## config.mk

```make
export PLATFORM = sky130hd
export DESIGN_NAME = hazard_scoreboard
export DESIGN_NICKNAME = d
export VERILOG_FILES = /design/src/rtl/hazard_scoreboard.sv
export SDC_FILE = /design/constraint.sdc
export NUM_CORES = 1
export LEC_CHECK = 0
export CAP_MARGIN = 0
export CORE_MARGIN = 2
export CORE_UTILIZATION = 55
export CTS_BUF_LIST = sky130_fd_sc_hd__clkbuf_16
export DETAILED_ROUTE_END_ITERATION = 12
export PLACE_DENSITY = 0.89
export SLEW_MARGIN = 20
export SYNTH_ARGS = -nofsm -noshare
export SYNTH_HDL_FRONTEND = slang
export SYNTH_SLANG_ARGS = --single-unit
```

## constraint.sdc

```tcl
create_clock -name clk_i -period 2.79 [get_ports clk_i]
set_input_delay 0.279 -clock clk_i [delete_from_list [all_inputs] [get_ports clk_i]]
set_output_delay 0.279 -clock clk_i [all_outputs]
set_load 0.02 [all_outputs]
```

## src/rtl/hazard_scoreboard.sv

```systemverilog
// Multi-entry scoreboard for in-flight long-latency register writes.
// Raises a same-cycle stall/bubble on RAW, WAW or full hazards.
module hazard_scoreboard #(
  parameter int ADDR_WIDTH  = 4,
  parameter int NUM_SRC     = 3,
  parameter int NUM_ENTRIES = 4,
  parameter int LAT_WIDTH   = 3,
  parameter int CNT_WIDTH   = 32
) (
  input  logic                                clk_i,
  input  logic                                rst_i,
  input  logic                                flush_i,
  input  logic                                issue_valid_i,
  input  logic [ADDR_WIDTH-1:0]               issue_dest_i,
  input  logic [LAT_WIDTH-1:0]                issue_latency_i,
  input  logic [NUM_SRC-1:0]                  src_valid_i,
  input  logic [NUM_SRC*ADDR_WIDTH-1:0]       src_addr_i,
  output logic                                stall_pipeline_o,
  output logic                                hazard_detector_invalidate_o,
  output logic                                full_o,
  output logic [$clog2(NUM_ENTRIES+1)-1:0]    pending_count_o,
  output logic [CNT_WIDTH-1:0]                stall_count_o
);

  localparam int PCW = $clog2(NUM_ENTRIES+1);

  logic [NUM_ENTRIES-1:0] valid_r;
  logic [ADDR_WIDTH-1:0]  dest_r  [NUM_ENTRIES];
  logic [LAT_WIDTH-1:0]   count_r [NUM_ENTRIES];
  logic [CNT_WIDTH-1:0]   stall_count_r;

  logic                   raw_hit_s;
  logic                   waw_hit_s;
  logic                   full_s;
  logic                   tracked_s;
  logic                   stall_s;
  logic                   accept_s;
  logic                   alloc_en_s;
  logic [NUM_ENTRIES-1:0] free_s;
  logic [NUM_ENTRIES-1:0] alloc_oh_s;
  logic [PCW-1:0]         pending_s;

  // Hazard detection against the current scoreboard contents
  always_comb begin
    raw_hit_s = 1'b0;
    waw_hit_s = 1'b0;
    pending_s = '0;
    tracked_s = (issue_latency_i != '0);
    for (int e = 0; e < NUM_ENTRIES; e++) begin
      pending_s = pending_s + PCW'(valid_r[e]);
      waw_hit_s = waw_hit_s | (valid_r[e] & tracked_s & (dest_r[e] == issue_dest_i));
      for (int k = 0; k < NUM_SRC; k++) begin
        raw_hit_s = raw_hit_s | (valid_r[e] & src_valid_i[k] &
                                 (dest_r[e] == src_addr_i[k*ADDR_WIDTH +: ADDR_WIDTH]));
      end
    end
    full_s     = &valid_r;
    stall_s    = issue_valid_i & ~flush_i & (raw_hit_s | waw_hit_s | (tracked_s & full_s));
    accept_s   = issue_valid_i & ~stall_s & ~flush_i;
    alloc_en_s = accept_s & tracked_s;
    // Lowest free entry as a one-hot isolate of the free mask
    free_s     = ~valid_r;
    alloc_oh_s = free_s & (~free_s + NUM_ENTRIES'(1));
  end

  // Entry allocation, aging and flush
  always_ff @(posedge clk_i or posedge rst_i) begin
    if (rst_i) begin
      valid_r <= '0;
      for (int e = 0; e < NUM_ENTRIES; e++) begin
        dest_r[e]  <= '0;
        count_r[e] <= '0;
      end
    end else if (flush_i) begin
      valid_r <= '0;
    end else begin
      for (int e = 0; e < NUM_ENTRIES; e++) begin
        if (alloc_en_s && alloc_oh_s[e]) begin
          valid_r[e] <= 1'b1;
          dest_r[e]  <= issue_dest_i;
          count_r[e] <= issue_latency_i;
        end else if (valid_r[e]) begin
          if (count_r[e] == LAT_WIDTH'(1)) begin
            valid_r[e] <= 1'b0;
          end else begin
            count_r[e] <= count_r[e] - LAT_WIDTH'(1);
          end
        end else begin
          valid_r[e] <= 1'b0;
        end
      end
    end
  end

  // Saturating stall performance counter, kept across flushes
  always_ff @(posedge clk_i or posedge rst_i) begin
    if (rst_i) begin
      stall_count_r <= '0;
    end else if (stall_s && (stall_count_r != {CNT_WIDTH{1'b1}})) begin
      stall_count_r <= stall_count_r + CNT_WIDTH'(1);
    end else begin
      stall_count_r <= stall_count_r;
    end
  end

  assign stall_pipeline_o             = stall_s;
  assign hazard_detector_invalidate_o = stall_s;
  assign full_o                       = full_s;
  assign pending_count_o              = pending_s;
  assign stall_count_o                = stall_count_r;

endmodule

```

==> results.toml, run 1 <==
[grt]
grt_pass1_wl_um = 18100
overflow = 0
grt_use_total = 0.271
grt_pass1_vias = 3658
grt_antenna_before_repair = 0
grt_max_degree = 36

[sta]
max_freq_mhz = 367
final-setup-viol-count = 0
fin_skew_ps = 10.0
tightest_slew_ps = 928
rsz0062_at_grt = "false"
fin_crit_sh = 0.976
slew_headroom = 0.377
holdWs_ps = 375
min_period_ps = 2720
fin_ws_ps = 67.0
final.setup.tns_ps = 0
finalHoldViolCount = 0
slew_violations = 0

[clock_tree]
clk-insertion-delay-late_ps = 340
post_cts_hold_buffer_count = 0
h-tree-depth = 3
cts_tree = "built"
postCtsSetupRepairBufs = 0
cts_buffers = 9
cts_root_buf = "clkbuf_16"
cts.sinks = 64
clk_pin_slew_ps = 60
clk_path_buf_depth = 2

[hold_path]
min_path_type = "in -> async"

[setup_path]
regToRegSetupSlack_ps = 130
slowest_stage = "clkdlybuf4s50_1"
r2r_cells = 9
worstPathRequired_ps = 2510
cp_slowest_stage_delay_ps = 550
timing_worst_setup_path_type = "reg -> out"
critPathTopFamily = "adder cells"
timing.rr.end = "dest_r[13]"
crit_chain = "inv_1 -> fa_1 -> inv_1 -> ha_1 -> ha_1 -> clkdlybuf4s50_1"
cp-end-kind = "output port"
start_kind = "flop"
rr_startpoint = "dest_r[7]"
cp_max_fo = 8
critPathBufInv = 3
arrival_ps = 2440

[yosys]
yosysSeqAreaShare = 0.377
syn_area_um2 = 4250
synth-edff-count = 0
synth-seq-cells = 64
async_reset_ff_frac = 1.00
synth_area_per_cell_um2 = 10.1
yosysTopAreaCell = "dfrtp_1"
syn-num-nets = 462
synth_ff_type = "dfrtp_1"
synth_area_leaders = "dfrtp_1 (38%), xnor2_1 (12%), xor2_1 (8.9%)"
yosys_warnings = 0
synth_top_area_share = 0.377
synth_cell_types = 41
synth_cells = 422

[drt]
drt_wl_total_um = 10700
drc = 0
routedWlPerCell_um = 17.7
vias = 3459
drt_pass1_iterations = 4
vias_per_cell = 5.70
drt_iter0_drc = 200
ant_nets = 0

[run]
max_cap_viol_count = 0

[placement]
finalWeightedCongestion = 0.917
post-place-ws_ps = -276
io_buffers = 63
dp_hpwl_um = 7930

[final_layout]
n_fill_cell = 541
final_nets = 540
layout-drive-gt1-share = 0.158
layout_commonest_cell = "dfrtp_1"
antenna_cells = 0
area_growth_pct = 28.6
mostFrequentLayoutCells = "dfrtp_1 (61), xnor2_1 (60), clkdlybuf4s50_1 (57)"

[die]
coreArea_um2 = 7610
io_pins = 64
dieWidth_um = 91.9
start_util = 0.559
row_count = 32
dieArea_um2 = 8440
dieHeight_um = 91.9

[pwr]
p_clk_frac = 0.334
pwr-share-comb = 0.284
switching_share = 0.324
p_int_uw = 2430
pwr-share-seq = 0.382
pwr_density_cell_nw_per_um2 = 657
peakVddDrop_uv = 548
switchingPower_uw = 1160
power.leakage_uw = 0.00245

[outcome]
outcome = "complete, no violations"
[sequential cells by signal, summed over array words and instances, names as in the netlist]
| register | cells |
|---|---|
| stall_count_o | 32 |
| dest_r | 16 |
| count_r | 12 |
| valid_r | 4 |
[layer usage]
metal,vias to the layer above,part of all wire,track usage,wire [µm]
li1,1585,-,-,-
met1,1700,0.41,0.330,4390
met2,146,0.51,0.475,5430
met3,28,0.053,0.0460,573
met4,0,0.030,0.116,324
met5,-,0,0,0
[repair_timing]
action	4_1_cts	5_1_grt
gates cloned	0	0
gates resized for setup	8	2
setup endpoints to repair	4	7
[power by group through the flow]
stage | registers, µW | logic [µW] | clock network [µW]
floorplan | 1200 | 903 | 0
global placement | 1360 | 955 | 0
detailed placement | 1380 | 1020 | 0
CTS | 1360 | 1030 | 1210
global route | 1390 | 1130 | 1240
finish | 1370 | 1020 | 1200
[area by class of cell]
type                            count  area [µm²]  share of cell area
Sequential cell                    64        1610               0.294
Timing Repair Buffer              100         917               0.168
Multi-Input combinational cell    304        2410               0.442
Inverter                           21        78.8              0.0144
Clock buffer                        9         225              0.0412
Clock inverter                      7        96.3              0.0176
Tap cell                          102         128              0.0234
[worst max-delay path by stage]
stage	from	to	slack [ps]	depth (start not counted)
finish	valid_r[0]	pending_count_o[2]	70	6
global placement	issue_dest_i[2]	hazard_detector_invalidate_o	-280	7
global route	src_addr_i[0]	hazard_detector_invalidate_o	1	9
floorplan	valid_r[0]	count_r[10]	280	7
detailed placement	issue_dest_i[2]	stall_pipeline_o	-280	7
CTS	valid_r[0]	pending_count_o[2]	70	6
[through the flow]
step / utilization / total power (µW) / area, µm² / std cells
after floorplan: - / 2100 / 4250 / 422
after global placement: 0.675 / 2320 / 5130 / 591
after detailed placement: 0.675 / 2400 / 5130 / 591
after CTS: 0.718 / 3590 / 5460 / 607
after global routing: 0.718 / 3770 / 5460 / 607
final: 0.718 / 3590 / 5460 / 607
[logic make-up after synthesis]
group	count (synthesis)	share of synthesized area
and+or+nand+nor	146	0.197
xor gates and xnor gates	103	0.212
DFF	64	0.377
buffers and inverters	54	0.0568
muxes	29	0.0892
adders and majority gates	14	0.0430
AOI/OAI and AO/OA	12	0.0247
[synthesized netlist by cell type (12+ instances only)]
cell type / count
buf_2: 20
dfrtp_1: 64
and3_1: 18
ha_1: 13
xor2_1: 43
nand3_1: 32
nand4_1: 23
nor3_1: 14
mux2_1: 14
nor2_1: 12
xnor2_1: 60
nand2_1: 16
inv_1: 21
mux2_4: 14
No activity file was read; power rests on OpenSTA's default activity.
==> inputs of run 2 (changes only) <==
Settings changed: GPL_ROUTABILITY_DRIVEN set to 0.
==> run 2 against run 1 <==
- clock-buffer cell count did not move
- largest power group unchanged
- clock power fell by 22%
- via count fell by 0.84%
- sequential power barely moved
- worst hold slack got worse by 0.83 ps
- final cell count fell by 0.16%
- largest cell class unchanged
- register-to-register slack barely moved
- fmax rose by 0.99%
- combinational power barely moved
- wire length rose by 0.49%
- design area fell by 0.92%
==> results.toml, run 2 (synthesis gave the netlist of run 1 again) <==
[sta]
holdWs_ps = 374
finalHoldViolCount = 0
fin_skew_ps = 4.01
slew_headroom = 0.343
rsz0062_at_grt = "true"
max_freq_mhz = 371
fin_crit_sh = 0.966
tightest_slew_ps = 978
min_period_ps = 2700
slew_violations = 0
final-setup-viol-count = 0

[die]
dieWidth_um = 91.9
row_count = 32
io_pins = 64
dieHeight_um = 91.9
start_util = 0.559
coreArea_um2 = 7610
dieArea_um2 = 8440

[drt]
vias_per_cell = 5.66
drc = 0
vias = 3430
routedWlPerCell_um = 17.8
drt_pass1_iterations = 4
drt_wl_total_um = 10800
drt_iter0_drc = 239
ant_nets = 0

[final_layout]
antenna_cells = 0
area_growth_pct = 27.4
finalNonFillerCells = 606
largest_reg_flops = 32
layout_commonest_cell = "xnor2_1"
final_nets = 541
layout-drive-gt1-share = 0.157
mostFrequentLayoutCells = "xnor2_1 (60), dfrtp_1 (59), clkdlybuf4s50_1 (51)"
stdcell_area_um2 = 5410

[setup_path]
timing.rr.end = "dest_r[13]"
cp-end-kind = "flop"
critical_path.most_common_cell = "buf_4"
critPathTopFamily = "simple AND/OR/NAND/NOR gates"
cp_slowest_stage_delay_ps = 580
crit_chain = "clkdlybuf4s50_1 -> xor2_1 -> nor4_1 -> buf_4 -> nor4_4 -> o2111ai_4 -> or4_1 -> buf_4 -> mux2_4"
arrival_ps = 2900
r2r_cells = 9
cp_max_fo = 6
rr_startpoint = "dest_r[15]"
slowest_stage = "clkdlybuf4s50_1"
critPathBufInv = 3
worstPathRequired_ps = 2990
timing_worst_setup_path_type = "in -> reg"
regToRegSetupSlack_ps = 140
start_kind = "input port"
startpoint = "src_addr_i[6]"

[clock_tree]
h-tree-depth = 3
clk_path_buf_depth = 2
cts.sinks = 64
cts_root_buf = "clkbuf_16"
clk_pin_slew_ps = 50
cts_buffers = 9
clk-insertion-delay-late_ps = 320
cts_tree = "built"

[placement]
dp_hpwl_um = 7850
placed_area_um2 = 5120
dp.cells = 591
io_buffers = 63

[grt]
grt_antenna_before_repair = 0
overflow = 0
grt_max_degree = 32
grt_use_total = 0.262
grt_pass1_wl_um = 17500
grt_pass1_vias = 3577

[pwr]
pwr_density_cell_nw_per_um2 = 616
peakVddDrop_uv = 441
power.leakage_uw = 0.00248

[hold_path]
min_path_type = "in -> async"

[outcome]
outcome = "complete, no violations"

[run]
max_cap_viol_count = 0
[run 2: report_power, final]
group / switching [µW] / leakage [µW] / internal (µW)
registers: 267 / 0.000840 / 1100
clock network: 359 / 0.000126 / 573
logic: 484 / 0.00151 / 547
total: 1110 / 0.00248 / 2220
[run 2: per-layer routing]
layer | vias to the layer above | global-route usage | share of wire
met4 | 0 | 0.0933 | 0.028
met1 | 1682 | 0.315 | 0.41
met2 | 123 | 0.461 | 0.51
met5 | - | 0 | 0
li1 | 1597 | - | -
met3 | 28 | 0.0608 | 0.051
[run 2: worst reg2reg max path: cells and delay by family (launching register included)]
| family | cells | cell delay [ps] |
|---|---|---|
| AND/OR/NAND/NOR | 5 | 1140 |
| flip-flops | 1 | 530 |
| AO/OA/AOI/OAI | 1 | 190 |
| multiplexers | 1 | 290 |
| XOR/XNOR | 1 | 180 |
| buffers and inverters | 1 | 200 |
[run 2: layout make-up]
type / instances / area [µm²]
sequential: 64 / 1610
fill: 533 / 2190
clock buffer: 9 / 225
clock inverter: 5 / 18.8
multi-input combinational: 304 / 2430
inverter: 21 / 78.8
tap: 102 / 128
timing repair buffer: 101 / 923
[run 2: worst max-delay path by stage]
stage / to / slack, ps / cells past startpoint
after global routing: dest_r[2] / -9 / 10
after floorplan: count_r[10] / 280 / 7
after CTS: hazard_detector_invalidate_o / 60 / 9
after detailed placement: hazard_detector_invalidate_o / -240 / 8
final: dest_r[13] / 90 / 9
after global placement: stall_pipeline_o / -170 / 8
[run 2: through the flow]
| step | worst slack (ps) | setup TNS (ps) | util | power, µW |
|---|---|---|---|---|
| after detailed placement | -243 | -4210 | 0.673 | 2380 |
| after global placement | -167 | -1500 | 0.673 | 2300 |
| after global routing | -9.06 | -11.8 | 0.712 | 3530 |
| after CTS | 56.1 | 0 | 0.706 | 3330 |
| final | 93.7 | 0 | 0.712 | 3330 |
| after floorplan | 282 | 0 | - | 2100 |
[run 2: timing repair]
| item | 4_1_cts | 5_1_grt |
|---|---|---|
| endpoints found under the setup margin | 3 | 9 |
| resized for setup | 9 | 12 |
| hold buffers | 0 | 0 |
| buffers inserted | 0 | 1 |
==> inputs of run 3 (changes only) <==
Settings changed: CORE_MARGIN 2 to 3.
Clock period 2.79 ns to 2.6 ns, I/O delays scaled along.
==> run 3 against run 2 <==
- the run now ends with setup timing left
- critical endpoint is now count_r[1]
- clock-buffer cell count unchanged
- clock power up 28%
- design area up 4.0%
- sequential cell count unchanged
- sequential power up 9%
- wire length up 22%
- global-route usage up 2.5 points
- largest cell class unchanged
- register-to-register slack worse by 430 ps
- total power up 18%
- largest power group unchanged
==> results.toml, run 3 (synthesis gave the netlist of run 1 again) <==
[grt]
grt_pass1_vias = 3800
grt_use_total = 0.287
busiest_layer = "met2"
grt_pass1_wl_um = 19500
overflow = 0
gr-usage-met1 = 0.366
grt.met2_usage = 0.464
grt_max_degree = 42
grt_util_met3 = 0.0481
grt_antenna_before_repair = 0

[clock_tree]
cts_root_buf = "clkbuf_16"
cts.sinks = 64
cts_buffers = 9
cts_tree = "built"
h-tree-depth = 3
clk-insertion-delay-late_ps = 330
clk_pin_slew_ps = 60
post_cts_hold_buffer_count = 0
clk_path_buf_depth = 2

[sta]
fin_crit_sh = 1.11
min_period_ps = 2890
fin_ws_ps = -293
slew_violations = 0
final-setup-viol-count = 59
slew_headroom = 0.503
finalHoldViolCount = 0
fin_skew_ps = 5.31
rsz0062_at_grt = "true"
max_freq_mhz = 346
tightest_slew_ps = 740

[pwr]
pwr-share-seq = 0.380
pwr-share-comb = 0.318
peakVddDrop_uv = 563
switching_share = 0.349
switchingPower_uw = 1370
pwr_density_cell_nw_per_um2 = 699
fin_total_pwr_uw = 3930
p_int_uw = 2560
p_clk_frac = 0.302
power.leakage_uw = 0.00262

[die]
dieWidth_um = 93.9
io_pins = 64
coreArea_um2 = 7370
start_util = 0.577
dieArea_um2 = 8820
dieHeight_um = 93.9
row_count = 31

[final_layout]
register_area_um2 = 1620
area_growth_pct = 32.5
multi_input_area_um2 = 2500
antenna_cells = 0
n_fill_cell = 440
stdcell_area_um2 = 5630
largest_reg_flops = 32
layout-drive-gt1-share = 0.213
final_nets = 547
layout_commonest_cell = "xnor2_1"
finalNonFillerCells = 611
utilization = 0.764
mostFrequentLayoutCells = "xnor2_1 (59), dfrtp_1 (50), clkdlybuf4s50_1 (45)"

[setup_path]
start_kind = "flop"
arrival_ps = 3100
slowest_stage = "xor2_1"
critical_path.most_common_cell = "nor4_4"
timing_worst_setup_path_type = "reg -> reg"
crit_chain = "xor2_1 -> o31ai_4 -> nor4_4 -> o2111ai_4 -> buf_6 -> nor4_4 -> buf_4 -> mux2_4"
cp_max_fo = 5
cp_slowest_stage_delay_ps = 500
cp-end-kind = "flop"
worstPathRequired_ps = 2810

[drt]
drt_iter0_drc = 335
routedWlPerCell_um = 21.6
drc = 0
vias = 3770
ant_nets = 0
vias_per_cell = 6.17
drt_pass1_iterations = 5
drt_wl_total_um = 13200

[run]
max_cap_viol_count = 0

[placement]
dp_hpwl_um = 7800
io_buffers = 63
placed_area_um2 = 5130
dp.cells = 588
post-place-ws_ps = -346

[outcome]
violations = "setup timing"
outcome = "finished with violations"

[hold_path]
min_path_type = "in -> async"
-- run 3: cell count changes in the layout (fill, tap and decap cells not counted), moves of 3 or more --
cell             change
nor4_4               +3
clkdlybuf4s50_1      -6
dfrtp_1              -9
dfrtp_2              +9
dlymetal6s2s_1       +6
buf_6                +3
-- run 3: per-stage QoR --
step | hold slack, ps | TNS (ps)
global placement | 478 | -7800
global route | 357 | -12340
finish | 309 | -8260
CTS | 323 | 0
detailed placement | 480 | -12130
floorplan | 392 | 0
-- run 3: metal layers --
metal  wire, µm  up-vias  share of wire
li1           -     1604              -
met1       5060     1819           0.38
met2       6280      268           0.48
met3       1020       79          0.077
met4        833        0          0.063
met5          0        -              0
-- run 3: power by group through the flow --
stage	Combinational, µW	Clock [µW]	Sequential, µW
floorplan	969	0	1290
global placement	1030	0	1460
detailed placement	1100	0	1470
CTS	1150	1180	1470
global route	1350	1230	1520
finish	1250	1190	1500
-- run 3: final timing paths --
path,slack (ps),to,from,cells past startpoint
setup / recovery,-290,count_r[1],dest_r[13],8
hold / removal,310,count_r[5],rst_i,2
setup reg to reg,-290,count_r[1],dest_r[13],8
hold reg to reg,490,stall_count_o[26],stall_count_o[26],1
max in group asynchronous,1670,valid_r[3],rst_i,3
min in group clk_i,370,dest_r[2],issue_dest_i[2],3
-- run 3: timing repair --
item | CTS | global route
buffers inserted | 1 | 7
pin swaps | 2 | 8
setup endpoints to repair | 36 | 64
resized for setup | 23 | 38
hold endpoints to repair | 0 | 0
-- run 3: final cells by class --
class / instances / share of cell area
Inverter: 21 / 0.0140
Clock inverter: 7 / 0.0113
Sequential cell: 64 / 0.288
Timing Repair Buffer: 107 / 0.180
Multi-Input combinational cell: 304 / 0.445
Clock buffer: 9 / 0.0400
Tap cell: 99 / 0.0220
-- run 3: critical path, delay by kind of cell, from the launching register on --
kind                      cells  cell delay, ps
AOI/OAI and AO/OA             2             390
xor gates and xnor gates      1             500
buffers and inverters         2             400
DFF                           1             480
muxes                         1             310
and+or+nand+nor               2             680
